==> config.mk <==
export PLATFORM = sky130hd
export DESIGN_NAME = count_bcd_ctrl
export DESIGN_NICKNAME = d
export VERILOG_FILES = /design/src/rtl/count_ctrl_pkg.sv /design/src/rtl/bin2bcd_seq.sv /design/src/rtl/count_bcd_ctrl.sv
export SDC_FILE = /design/constraint.sdc
export NUM_CORES = 1
export LEC_CHECK = 0
export CAP_MARGIN = 10
export CORE_UTILIZATION = 61
export CTS_BUF_LIST = sky130_fd_sc_hd__clkbuf_8
export DETAILED_ROUTE_END_ITERATION = 10
export GPL_ROUTABILITY_DRIVEN = 0
export PLACE_DENSITY = 0.95
export REMOVE_ABC_BUFFERS = 1
export SLEW_MARGIN = 20
export SYNTH_ARGS = -nofsm -noshare
export SYNTH_HDL_FRONTEND = slang
export SYNTH_HIERARCHICAL = 1
export SYNTH_SLANG_ARGS = --single-unit
==> constraint.sdc <==
create_clock -name clk -period 3.53 [get_ports clk]
set_clock_uncertainty 0.2 [all_clocks]
set_input_delay 1.059 -clock clk [delete_from_list [all_inputs] [get_ports clk]]
set_output_delay 1.059 -clock clk [all_outputs]
set_load 0.01 [all_outputs]
==> src/rtl/count_ctrl_pkg.sv <==
// Shared types and constants for the prescaled counter with a sequential BCD converter.
// Holds the FSM state enum and the add-3 digit correction used by the double-dabble step.
package count_ctrl_pkg;

  localparam int unsigned BCD_W       = 12;
  localparam int unsigned DIGITS      = 3;
  localparam logic [3:0]  ADD3_THRESH = 4'd5;

  typedef enum logic [1:0] {
    IDLE = 2'd0,
    RUN  = 2'd1,
    CONV = 2'd2,
    HOLD = 2'd3
  } state_t;

  // Correct every digit that would overflow past 9 once doubled.
  function automatic logic [BCD_W-1:0] add3_adjust(input logic [BCD_W-1:0] b);
    logic [BCD_W-1:0] r;
    r = b;
    for (int unsigned d = 0; d < DIGITS; d++) begin
      if (r[4*d +: 4] >= ADD3_THRESH) r[4*d +: 4] = r[4*d +: 4] + 4'd3;
    end
    return r;
  endfunction

endpackage

==> src/rtl/bin2bcd_seq.sv <==
// Iterative binary-to-BCD converter: one shift-add-3 step per cycle, WIDTH cycles per value.
// done pulses for one cycle once bcd holds the finished result.
module bin2bcd_seq
  import count_ctrl_pkg::*;
#(
  parameter int unsigned WIDTH = 8
) (
  input  logic             clk,
  input  logic             rst,
  input  logic             start,
  input  logic [WIDTH-1:0] din,
  output logic             done,
  output logic [BCD_W-1:0] bcd
);

  logic [WIDTH-1:0] bin;
  logic [BCD_W-1:0] acc;
  logic [BCD_W-1:0] adj;
  logic [3:0]       iter;
  logic             active;

  always_comb adj = add3_adjust(acc);

  always_ff @(posedge clk or posedge rst) begin
    if (rst) begin
      bin    <= '0;
      acc    <= '0;
      iter   <= '0;
      active <= 1'b0;
      done   <= 1'b0;
    end else begin
      done <= 1'b0;
      if (start) begin
        bin    <= din;
        acc    <= '0;
        iter   <= '0;
        active <= 1'b1;
      end else if (active) begin
        acc <= {adj[BCD_W-2:0], bin[WIDTH-1]};
        bin <= bin << 1;
        if (iter == 4'(WIDTH - 1)) begin
          active <= 1'b0;
          done   <= 1'b1;
        end else begin
          iter <= iter + 4'd1;
        end
      end
    end
  end

  assign bcd = acc;

endmodule

==> src/rtl/count_bcd_ctrl.sv <==
// Prescaled up-counter with preload; every count change is converted to three BCD digits
// and presented on a valid/ready output before counting resumes.
module count_bcd_ctrl
  import count_ctrl_pkg::*;
#(
  parameter int unsigned WIDTH = 8,
  parameter int unsigned DIV_W = 16
) (
  input  logic             clk,
  input  logic             rst,
  input  logic             start,
  input  logic             stop,
  input  logic             load,
  input  logic [WIDTH-1:0] v,
  input  logic [DIV_W-1:0] div,
  input  logic             out_ready,
  output logic             out_valid,
  output logic [BCD_W-1:0] bcd,
  output logic [WIDTH-1:0] count,
  output logic             busy
);

  if (WIDTH == 0 || WIDTH > 9) begin : g_bad_width
    $error("count_bcd_ctrl: WIDTH must be in 1..9");
  end

  state_t           state;
  logic [DIV_W-1:0] presc;
  logic             ret_run;
  logic             stop_pend;
  logic             tick;
  logic             conv_start;
  logic [WIDTH-1:0] conv_din;
  logic             conv_done;
  logic [BCD_W-1:0] conv_bcd;

  assign tick = (presc == div);

  // The converter is fed the value count is about to take, so it captures it on CONV entry.
  always_comb begin
    conv_start = 1'b0;
    conv_din   = count;
    if (!stop) begin
      if (state == IDLE && load) begin
        conv_start = 1'b1;
        conv_din   = v;
      end else if (state == RUN) begin
        if (load) begin
          conv_start = 1'b1;
          conv_din   = v;
        end else if (tick) begin
          conv_start = 1'b1;
          conv_din   = count + WIDTH'(1);
        end
      end
    end
  end

  bin2bcd_seq #(.WIDTH(WIDTH)) u_conv (
    .clk   (clk),
    .rst   (rst),
    .start (conv_start),
    .din   (conv_din),
    .done  (conv_done),
    .bcd   (conv_bcd)
  );

  always_ff @(posedge clk or posedge rst) begin
    if (rst) begin
      state     <= IDLE;
      count     <= '0;
      presc     <= '0;
      ret_run   <= 1'b0;
      stop_pend <= 1'b0;
      bcd       <= '0;
      out_valid <= 1'b0;
    end else begin
      case (state)
        IDLE: begin
          if (stop) begin
            state <= IDLE;
          end else if (load) begin
            count   <= v;
            ret_run <= 1'b0;
            state   <= CONV;
          end else if (start) begin
            presc <= '0;
            state <= RUN;
          end
        end
        RUN: begin
          if (stop) begin
            state <= IDLE;
          end else if (load) begin
            count   <= v;
            presc   <= '0;
            ret_run <= 1'b1;
            state   <= CONV;
          end else if (tick) begin
            count   <= count + WIDTH'(1);
            presc   <= '0;
            ret_run <= 1'b1;
            state   <= CONV;
          end else begin
            presc <= presc + DIV_W'(1);
          end
        end
        CONV: begin
          if (stop) stop_pend <= 1'b1;
          if (conv_done) begin
            bcd       <= conv_bcd;
            out_valid <= 1'b1;
            state     <= HOLD;
          end
        end
        HOLD: begin
          // A stop arriving in the handshake cycle itself still forces IDLE.
          if (out_ready) begin
            out_valid <= 1'b0;
            stop_pend <= 1'b0;
            state     <= (ret_run && !stop_pend && !stop) ? RUN : IDLE;
          end else if (stop) begin
            stop_pend <= 1'b1;
          end
        end
        default: state <= IDLE;
      endcase
    end
  end

  assign busy = (state != IDLE);

endmodule

==> results.yml, run 1 <==
grt:
  antenna_found_initial: 0
  grt_pass1_vias: 3025
  grt_start_max_net_pins: 42
  grt_usage: 0.293
  grt_pass1_wl_um: 14100
  grt.overflow.total: 0
synth:
  async_reset_ff_frac: 1.00
  syn-instance-count: 386
  synth_edf_count: 0
  yosysWarnings: 6
  synth_ff_type: "dfrtp_1"
  netlist.top_cell.by_area: "dfrtp_1"
  synth_cell_types: 59
  synth.cell_area_um2: 3770
  netlist.area_leader.share: 0.445
  synthTopCellsByArea: "dfrtp_1, xnor2_1, nor2_1"
  ys_seq_area_frac: 0.445
  avgSynthCellArea_um2: 9.76
  synth-seq-cells: 67
final_layout:
  n_fill_cell: 395
  multi_input_area_um2: 1900
  antenna_cells: 0
  nNetsFinal: 476
  final_area_um2: 4520
  register_area_um2: 1680
  layout-drive-gt1-share: 0.111
  area_growth_pct: 20.0
placement:
  dp_hpwl_um: 5890
  placed_area_um2: 4310
  io_buffer_count: 51
  pre_cts_ws_ns: 0.0840
floorplan:
  core_area_um2: 5960
  start_util: 0.633
  io_pins: 52
  die_h_um: 80.6
  die_w_um: 80.6
  rows: 28
  die-area_um2: 6500
timing:
  setup_violations: 0
  hold_ws_ns: 0.294
  drv_slew: 0
  rsz0062_at_grt: "no"
  finalCritPeriodShare: 0.882
  hold_viol_final: 0
  slew_headroom: 0.576
  fin_ws_ns: 0.418
  fin_crit_ns: 3.11
  tightest_slew_ns: 0.636
  max_freq_mhz: 321
clock_network:
  worstSkewPairLatency_ns: 0.35
  clock-sinks: 67
  hold_buffers: 0
  cts-htree-levels: 3
  clk_pin_slew_worst_paths_ns: 0.07
  cts_buffers: 9
  cts_root_buffer: "clkbuf_8"
  cts_resized: 0
  postCtsSetupBuffers: 0
  tritoncts: "done"
  clockBufferDepth: 2
critical_path:
  cpMaxStageDelayCell: "clkdlybuf4s50_1"
  cp_top_family: "simple AND/OR/NAND/NOR gates"
  worst_setup_path_end_kind: "register"
  cp_num_buf_inv: 2
  critical_path_class: "in -> reg"
  crit_path_start_kind: "input port"
  arrival_ns: 3.13
  cp_cell_sequence: "clkdlybuf4s50_1, xnor2_1, nand4_1, nor4_4, a21oi_2, nor2_2, buf_12, nor2_1, a311o_1"
  slowest_delay_ns: 0.50
  rrSetupSlack_ns: 1.11
  path_max_fanout: 14
  required_ns: 3.55
power:
  power_uw: 3380
  peakVddDrop_mv: 0.422
  power_density_nw_per_um2: 747
  power.leakage_uw: 0.00194
route:
  first_pass_iters: 5
  drc: 0
  detail-route-antenna-nets: 0
  via_count: 3173
  wirelength_um: 8530
  avgRoutedWirePerCell_um: 16.5
  avgViaCountPerCell: 6.14
  drt_iter0_markers: 225
job:
  cap_violations: 0
worst_hold_path:
  hold_path.class: "reg -> reg"
status:
  status: "completed"
## cell type report
class	count	share of cell area
Clock buffer	12	0.0365
Clock inverter	4	0.00913
Inverter	17	0.0141
Multi-Input combinational cell	284	0.421
Sequential cell	67	0.371
Tap cell	75	0.0208
Timing Repair Buffer	58	0.127
## flip-flops by register name, indices dropped and copies added, names as in the netlist
name           flops
presc             16
bcd               12
u_conv/bcd        12
count              8
u_conv/bin         8
u_conv/iter        4
state              2
out_valid          1
ret_run            1
stop_pend          1
u_conv/active      1
u_conv/done        1
## kinds of logic after synthesis
group,share of synthesized area
buffers and inverters,0.0505
and+or+nand+nor,0.200
muxes,0.0624
adders and majority gates,0.0299
DFF,0.445
xor gates and xnor gates,0.0790
AOI/OAI and AO/OA,0.133
## power by group
part / total (uW) / leakage, uW / switching, uW / internal (uW)
sequential: 1350 / 0.000854 / 318 / 1030
combinational: 1360 / 0.000974 / 678 / 686
clock: 665 / 0.000116 / 288 / 377
## Yosys cell counts (5+ instances only)
library cell	number
a211oi_1	7
mux2i_1	10
a31oi_1	5
nor3_1	7
clkbuf_1	5
a21oi_1	10
buf_2	5
ha_1	9
dfrtp_1	67
o21ai_0	19
nand2b_1	8
nand2_1	30
nor2_1	45
and3_1	5
inv_1	16
xor2_1	7
nand4_1	10
nand3_1	12
mux2_2	12
xnor2_1	27
## per-stage QoR
| step | utilization | instances | TNS, ns |
|---|---|---|---|
| 6_report | 0.759 | 517 | 0 |
| 5_1_grt | 0.759 | 517 | 0 |
| 3_5_place_dp | 0.724 | 501 | 0 |
| 3_3_place_gp | 0.724 | 501 | 0 |
| 2_1_floorplan | - | 368 | -9.37 |
| 4_1_cts | 0.759 | 517 | 0 |
## worst reg2reg max path, cell delays in order, from the launching register on
cell,delay [ns]
dfrtp_1,0.43
xnor2_1,0.20
nand4_1,0.17
nor4_4,0.35
a21oi_2,0.14
nor2_2,0.21
buf_12,0.17
nor2_1,0.06
a311o_1,0.37
## cells in the final DEF, fill, tap and decap left out, types with 7 or more instances in the layout
master / n
nand2_1: 30
ha_1: 9
clkdlybuf4s50_1: 51
dfrtp_1: 67
nor2_1: 44
inv_1: 19
clkbuf_8: 12
a211oi_1: 7
nand4_1: 10
xor2_1: 7
a21oi_1: 10
nand3_1: 12
xnor2_1: 27
mux2_2: 12
nor3_1: 7
nand2b_1: 8
mux2i_1: 10
o21ai_0: 19
## final timing paths
kind / start / to / cells past startpoint
min in group asynchronous: rst / u_conv/bcd[3] / 3
worst min-delay path: ret_run / ret_run / 2
worst max-delay path: div[3] / u_conv/bcd[10] / 9
max in group asynchronous: rst / bcd[5] / 3
worst min register to register: ret_run / ret_run / 2
worst max register to register: presc[10] / u_conv/bcd[10] / 8
## routing by layer
| metal | wire length [um] | GRT usage |
|---|---|---|
| met1 | 3530 | 0.365 |
| met2 | 4340 | 0.498 |
| met3 | 429 | 0.0455 |
| met4 | 228 | 0.134 |
| met5 | 0 | 0 |
Power figures use the tool's default switching activity.
==> run 2: changes to the inputs <==
--- a/config.mk
+++ b/config.mk
@@ -6,11 +6,12 @@
 export NUM_CORES = 1
 export LEC_CHECK = 0
 export CAP_MARGIN = 10
-export CORE_UTILIZATION = 61
+export CORE_MARGIN = 10
+export CORE_UTILIZATION = 50
 export CTS_BUF_LIST = sky130_fd_sc_hd__clkbuf_8
 export DETAILED_ROUTE_END_ITERATION = 10
 export GPL_ROUTABILITY_DRIVEN = 0
-export PLACE_DENSITY = 0.95
+export PLACE_DENSITY = 0.83
 export REMOVE_ABC_BUFFERS = 1
 export SLEW_MARGIN = 20
 export SYNTH_ARGS = -nofsm -noshare
==> results.yml, run 2 (same netlist as run 1, synthesis figures left out) <==
floorplan:
  start_util: 0.517
  die_w_um: 107
  die-area_um2: 11400
  io_pins: 52
  die_h_um: 107
  core_area_um2: 7290
  rows: 31
clock_network:
  postCtsSetupBuffers: 0
  cts_buffers: 9
  cts_resized: 0
  hold_buffers: 0
  cts_root_buffer: "clkbuf_8"
  clock-sinks: 67
  cts-htree-levels: 3
  worstSkewPairLatency_ns: 0.35
  clockBufferDepth: 2
  tritoncts: "done"
  clk_pin_slew_worst_paths_ns: 0.07
timing:
  fin_crit_ns: 3.15
  finalCritPeriodShare: 0.893
  drv_slew: 0
  tightest_slew_ns: 0.804
  setup_violations: 0
  hold_ws_ns: 0.283
  slew_headroom: 0.464
  max_freq_mhz: 317
  setup_tns_ns: 0
  hold_viol_final: 0
  rsz0062_at_grt: "no"
critical_path:
  rrSetupSlack_ns: 1.10
  cpMaxStageDelayCell: "clkdlybuf4s50_1"
  arrival_ns: 3.18
  cp_cell_sequence: "clkdlybuf4s50_1, xnor2_1, nand4_1, nor4_4, a21oi_2, nor2_2, buf_4, nor2_1, a311o_1"
  worst_setup_path_end_kind: "register"
  cp_top_family: "simple AND/OR/NAND/NOR gates"
  reg2regPathDepth: 8
  cp_num_buf_inv: 2
  critical_path_class: "in -> reg"
  crit_path_start_kind: "input port"
  path_max_fanout: 14
  required_ns: 3.56
  rr_startpoint: "presc[1]"
  r2r_end: "u_conv/bcd[10]"
  slowest_delay_ns: 0.41
final_layout:
  mostFrequentLayoutCells: "dfrtp_1, clkdlybuf4s50_1, nor2_1"
  largest_reg_flops: 16
  area_growth_pct: 20.3
  top_register: "presc"
  reg_top3: "presc x16, bcd x12, u_conv/bcd x12"
  final_common_cell: "dfrtp_1"
  antenna_cells: 0
  final_area_um2: 4530
  nNetsFinal: 477
  layout-drive-gt1-share: 0.117
  final_cells: 542
job:
  cap_violations: 0
placement:
  io_buffer_count: 51
  dp_hpwl_um: 6180
  placed_area_um2: 4350
  dp_cells: 526
power:
  p_int_uw: 2000
  swShare: 0.386
  seq_power_share: 0.413
  power.leakage_uw: 0.00193
  clockPowerShare: 0.176
  p_switching_uw: 1260
  peakVddDrop_mv: 0.380
  power_frac_comb: 0.410
  power_density_nw_per_um2: 720
route:
  wirelength_um: 8290
  detail-route-antenna-nets: 0
  first_pass_iters: 4
  routed.top_layer: "met4"
  avgViaCountPerCell: 5.56
  avgRoutedWirePerCell_um: 15.3
  drc: 0
  via_count: 3014
  drt_iter0_markers: 166
  wl_met3_um: 396
  drt-met1-wl_um: 3670
  wl_met2_um: 4110
grt:
  grt_usage: 0.146
  grt_pass1_wl_um: 13900
  grt.overflow.total: 0
  grt_start_max_net_pins: 32
  antenna_found_initial: 0
  grt_pass1_vias: 3010
worst_hold_path:
  min_from: "ret_run"
  min_path_cells: 2
  hold_path.class: "reg -> reg"
  hold_path_end: "ret_run"
status:
  status: "completed"
==> run 2: changes by cell type in the layout (fill, tap and decap cells not counted), sizes merged <==
| cell | delta |
|---|---|
| inv | -2 |
| bufinv | -1 |
| clkbuf | -1 |
| buf | +1 |
| clkinvlp | +2 |
| clkinv | +2 |
==> run 2: area by class of cell <==
cell class	instances	area [um2]
Sequential cell	67	1680
Multi-Input combinational cell	284	1900
Clock inverter	5	28.8
Fill cell	639	2760
Tap cell	99	124
Inverter	17	63.8
Timing Repair Buffer	59	583
Clock buffer	11	151
==> run 2: routing by layer <==
layer  vias up  GRT usage
li1       1475          -
met1      1454      0.177
met2        77      0.245
met3         8     0.0317
met4         0     0.0658
met5         -          0
==> run 2: worst max-delay path by stage <==
stage | start | end | slack (ns) | cells past startpoint
finish | div[1] | u_conv/bcd[10] | 0.38 | 9
global route | div[1] | u_conv/bcd[10] | 0.21 | 9
CTS | div[1] | u_conv/bcd[10] | 0.39 | 9
detailed placement | div[1] | u_conv/bcd[10] | 0.03 | 9
global placement | div[1] | u_conv/bcd[10] | 0.08 | 9
floorplan | div[1] | u_conv/bcd[9] | -0.71 | 8
==> run 2: power by group through the flow <==
stage	Sequential [uW]	Clock [uW]	Combinational, uW
after floorplan	1340	0	815
after global routing	1400	626	1480
after detailed placement	1360	0	1340
final	1350	575	1340
after CTS	1350	590	1350
after global placement	1340	0	1270
==> run 2: metrics by stage <==
step | worst slack (ns) | util | power, uW
after global routing | 0.210 | 0.621 | 3500
after detailed placement | 0.0350 | 0.597 | 2690
after CTS | 0.385 | 0.621 | 3280
after floorplan | -0.707 | - | 2150
final | 0.377 | 0.621 | 3260
after global placement | 0.0771 | 0.597 | 2620
==> run 2: tightest hold or removal path, delay by kind of cell, from the launching register on <==
family          cells  cell delay [ns]
simple gates        1             0.05
flops               1             0.34
compound gates      1             0.06
